## src/rtl/display_scan.sv

```systemverilog
// ---------------------------------------------------------------------------
// display_scan
//
// Time-multiplexed digit scanner for a common-anode or common-cathode
// multi-digit display. A prescaler divides clk into fixed-length digit slots.
// At the end of each slot the scanner advances to the next digit that is
// enabled in digit_mask, searching circularly from the current index.
//
// Ports
//   clk        : single clock, all state changes on the rising edge
//   rst_n      : asynchronous active-low reset
//   en         : scan enable; when low the scan freezes and the display blanks
//   digit_mask : one bit per digit, 1 = digit is part of the scan set
//   idx        : index of the currently selected digit, for the segment mux
//   anode      : one-hot digit drive at ANODE_ACTIVE_LOW polarity
//   slot_start : one-cycle pulse on the first cycle of a new slot
//   frame_done : one-cycle pulse, with slot_start, when the scan wrapped
// ---------------------------------------------------------------------------
module display_scan #(
   parameter int  NUM_DIGITS       = 4,
   parameter int  DIV              = 65536,
   parameter int  DEADTIME         = 0,
   parameter int  ANODE_ACTIVE_LOW = 1,
   localparam int IDX_W            = (NUM_DIGITS > 1) ? $clog2(NUM_DIGITS) : 1
) (
   input  logic                  clk,
   input  logic                  rst_n,
   input  logic                  en,
   input  logic [NUM_DIGITS-1:0] digit_mask,
   output logic [IDX_W-1:0]      idx,
   output logic [NUM_DIGITS-1:0] anode,
   output logic                  slot_start,
   output logic                  frame_done
);

   localparam int             PW         = $clog2(DIV);
   localparam logic [PW-1:0]  PRESC_LAST = PW'(DIV - 1);

   logic [PW-1:0]         r_presc;
   logic [IDX_W-1:0]      r_idx;
   logic                  r_slot_start;
   logic                  r_frame_done;

   logic                  w_adv;
   logic                  w_wrap;
   logic                  w_live;
   logic                  w_found;
   logic [IDX_W-1:0]      w_next_idx;
   logic [NUM_DIGITS-1:0] w_drive;

   // Slot boundary: last prescaler count while the scan is running.
   assign w_adv = en & (r_presc == PRESC_LAST);

   // Circular search for the next enabled digit, starting just after the
   // current one and ending on the current one itself. Comparing against
   // the loop constant (rather than indexing with a computed value) keeps the
   // search inside 0..NUM_DIGITS-1 for any digit count. With an empty mask
   // nothing matches and the index holds.
   always_comb begin
      w_next_idx = r_idx;
      w_found    = 1'b0;
      for (int off = 1; off <= NUM_DIGITS; off++) begin
         for (int k = 0; k < NUM_DIGITS; k++) begin
            if (!w_found && digit_mask[k] &&
                (k == ((int'(r_idx) + off) % NUM_DIGITS))) begin
               w_next_idx = IDX_W'(k);
               w_found    = 1'b1;
            end
         end
      end
   end

   // A new index not above the old one means the scan passed the top digit,
   // or stayed put (single digit or empty mask).
   assign w_wrap = (w_next_idx <= r_idx);

   // Deadtime blanking at the start of each slot; a zero deadtime needs no
   // comparator at all.
   generate
      if (DEADTIME == 0) begin : g_no_dead
         assign w_live = 1'b1;
      end else begin : g_dead
         assign w_live = (r_presc >= PW'(DEADTIME));
      end
   endgenerate

   always_ff @(posedge clk or negedge rst_n) begin
      if (!rst_n) begin
         r_presc      <= '0;
         r_idx        <= '0;
         r_slot_start <= 1'b0;
         r_frame_done <= 1'b0;
      end else begin
         r_slot_start <= w_adv;
         r_frame_done <= w_adv & w_wrap;
         if (en) begin
            if (w_adv) begin
               r_presc <= '0;
               r_idx   <= w_next_idx;
            end else begin
               r_presc <= r_presc + PW'(1);
            end
         end
      end
   end

   // Anode decode from registered state. The mask, enable and reset terms
   // are combinational so that clearing the current digit, dropping en or
   // asserting reset blanks the display without waiting for a clock edge.
   always_comb begin
      w_drive = '0;
      for (int k = 0; k < NUM_DIGITS; k++) begin
         if (int'(r_idx) == k) begin
            w_drive[k] = rst_n & en & w_live & digit_mask[k];
         end
      end
   end

   assign anode      = (ANODE_ACTIVE_LOW != 0) ? ~w_drive : w_drive;
   assign idx        = r_idx;
   // A slot pulse registered just before en drops is suppressed while frozen.
   assign slot_start = r_slot_start & en;
   assign frame_done = r_frame_done & en;

endmodule

```

## config.mk

```make
export PLATFORM = sky130hd
export DESIGN_NAME = display_scan
export DESIGN_NICKNAME = d
export VERILOG_FILES = /design/src/rtl/display_scan.sv
export SDC_FILE = /design/constraint.sdc
export NUM_CORES = 1
export LEC_CHECK = 0
export BUFFER_PORTS_ARGS = -buffer_cell sky130_fd_sc_hd__buf_2
export CAP_MARGIN = 30
export CORE_MARGIN = 3
export CORE_UTILIZATION = 55
export CTS_BUF_LIST = sky130_fd_sc_hd__clkbuf_16
export DETAILED_ROUTE_END_ITERATION = 8
export PLACE_DENSITY = 0.88
export SYNTH_ARGS = -nofsm -noshare
export SYNTH_HDL_FRONTEND = slang
export SYNTH_SLANG_ARGS = --single-unit
```

## constraint.sdc

```tcl
create_clock -name clk -period 1.8 [get_ports clk]
set_input_delay 0.27 -clock clk [delete_from_list [all_inputs] [get_ports clk]]
set_output_delay 0.27 -clock clk [all_outputs]
set_load 0.01 [all_outputs]
```

==> reports/metrics.yaml <==
cts:
  h-tree-depth: 1
  post-cts-setup-buffers: 0
  cts_buffers: 3
  clk_pin_slew_ps: 50
  clkSinkCount: 20
  cts_tree: "built"
  cts_root_buffer: "clkbuf_16"
  clk_path_buf_depth: 2
  clk_latency_ps: 250
critical_path:
  crit_buf_inv: 3
  crit_arrival_ps: 1450
  reg2reg_from: "r_presc[4]"
  timing_worst_setup_path_type: "in -> out"
  critPathMaxFanout: 3
  endpoint_kind: "output port"
  path_depth: 5
  start_kind: "input port"
  path_common_cell: "buf_2"
  ff2ff_path_depth: 3
  slowest_stage: "dlygate4sd3_1"
  reg2reg_slack_ps: 170
  crit_chain: "dlygate4sd3_1 -> buf_2 -> nand2_2 -> or3_1 -> buf_2"
  cp-endpoint: "anode[3]"
  required_ps: 1530
  r2r-end: "idx[0]"
  path_delay_family: "buffers and inverters"
  cpPeakStageDelay_ps: 520
  cp-startpoint: "rst_n"
timing:
  finalSetupTns_ps: 0
  min_period_ps: 1720
  max_slew_margin: 0.814
  finalHoldViolCount: 0
  worst_slew_pin_slew_ps: 276
  slew_viol_final: 0
  hold_slack_ps: 357
  max_freq_mhz: 582
  period_share: 0.955
  finalSetupViolCount: 0
  fin_ws_ps: 80.8
  rsz0062_at_grt: "false"
  finClkSkew_ps: 1.32
floorplan:
  die_h_um: 50.7
  num_io_pins: 15
  rows: 15
  start_util: 0.609
  dieWidth_um: 50.7
  core_um2: 1800
  die_area_um2: 2570
route:
  wl_per_cell_um: 14.5
  drt-total-wl_um: 2170
  first_iter_violations: 11
  drc: 0
  drt_pre_antenna_iters: 6
  vias_per_cell: 5.64
  ant_nets: 0
  vias: 846
yosys:
  yosysWarnings: 0
  synth_area_leaders: "dfrtp_1, xor2_1, and4_1, xnor2_1, ha_1"
  synthDistinctLibCells: 31
  avgSynthCellArea_um2: 9.89
  async_flop_share: 1.00
  synth-main-ff-cell: "dfrtp_1"
  synth_nets: 121
  synth-seq-cells: 20
  synth-seq-area-share: 0.456
  syn_area_um2: 1100
  netlist_instances: 111
  yosysTopAreaCell: "dfrtp_1"
  synth_top_area_frac: 0.456
  synth_edf_count: 0
global_routing:
  gr-max-usage-layer: "met2"
  grt_pass1_vias: 832
  grt_max_degree: 21
  grt_usage: 0.191
  use_met1: 0.247
  antenna_found_initial: 0
  use_met3: 0.0653
  grt_util_met2: 0.304
  grt_pass1_wl_um: 3660
  grt_overflow_total: 0
power_and_ir_drop:
  leakage_nw: 0.603
  power_density_nw_per_um2: 936
  sequentialPowerShare: 0.496
  p_switching_mw: 0.293
  max-vdd-ir-drop_uv: 854
  power_mw: 1.16
  cellInternalPower_mw: 0.871
  p_sw_frac: 0.252
  p_clk_frac: 0.381
  combPwrFrac: 0.122
place:
  place_congestion: 0.809
  place_ws_ps: 145
  dpl_cell_area_um2: 1150
  io_buffers: 14
  dp_hpwl_um: 1470
  placed_cells_incl_taps: 145
worst_hold_path:
  hp-class: "in -> reg"
final_layout:
  finalNonFillerCells: 150
  diodes: 0
  final_util: 0.690
  fin_area_um2: 1240
  drive_above_1_share: 0.192
  final_nets: 136
  area_growth_pct: 13.3
flow_run:
  drv.max_cap_violation_count: 0
outcome:
  run_status: "finished clean"
-- cells in the mapped netlist, drive strengths merged (2+ instances only) --
master / instances
and4: 7
xnor2: 5
and3: 2
nand4: 4
and2: 2
buf: 6
nor2b: 3
nand3: 6
xor2: 7
o22ai: 2
a21oi: 4
ha: 3
mux2: 2
nand2: 8
o21ai: 5
dfrtp: 20
nor2: 10
inv: 7
-- logic make-up (layout without fill, tap and decap cells) --
kind of cell               count (synthesis)  after routing  share of synthesized area
DFF                                       20             20                      0.456
xor gates and xnor gates                  12             12                     0.0958
muxes                                      2              2                     0.0239
buffers and inverters                     13             27                     0.0741
adders and majority gates                  3              3                     0.0342
AOI/OAI and AO/OA                         15             15                     0.0810
and+or+nand+nor                           46             46                      0.235
-- layout make-up --
class	count	area [um^2]
clock buffer	3	75.1
clock inverter	1	3.75
fill	141	558
inverter	7	26.3
multi-input combinational	78	518
sequential	20	502
tap	25	31.3
timing repair buffer	16	87.6
-- placed cells by master, fill, tap and decap left out, drive strengths merged, types with 2 or more instances in the layout --
cell type / instances
dfrtp: 20
buf: 15
nor2: 10
nand2: 8
inv: 7
xor2: 7
and4: 7
nand3: 6
o21ai: 5
xnor2: 5
a21oi: 4
nand4: 4
nor2b: 3
ha: 3
clkbuf: 3
o22ai: 2
and2: 2
and3: 2
mux2: 2
-- routing by layer --
layer / vias to the layer above / share of wire
met3: 8 / 0.059
met2: 28 / 0.48
met4: 0 / 0.026
met5: - / 0
met1: 397 / 0.43
li1: 413 / -
-- worst min-delay path by stage --
stage	start	endpoint	slack (ps)	depth (start not counted)
2_1_floorplan	rst_n	idx[0]	-30	0
3_3_place_gp	rst_n	idx[1]	260	2
3_5_place_dp	rst_n	idx[1]	260	2
4_1_cts	en	r_presc[1]	350	3
5_1_grt	en	r_presc[1]	360	3
6_report	en	r_presc[1]	360	3
-- power by group through the flow --
stage	combinational [mW]	sequential, mW	clock [mW]
global route	0.159	0.590	0.482
floorplan	0.136	0.551	0
finish	0.142	0.578	0.444
global placement	0.127	0.578	0
CTS	0.142	0.576	0.455
detailed placement	0.134	0.583	0
-- flip-flops by register name (all words and copies together), names as in the netlist --
| register | flops |
|---|---|
| r_presc | 16 |
| r_slot_start | 1 |
| r_frame_done | 1 |
| idx | 2 |
-- worst min-delay path, cell delays in order --
cell and delay, ps:
buf_2 160, nand2_1 70, o22ai_1 60
-- timing repair --
action                                 4_1_cts  5_1_grt
gates resized for setup                      0        2
hold buffers                                 1        0
endpoints found under the hold margin       20        0
setup endpoints to repair                    0        2
Power figures use the tool's default switching activity.
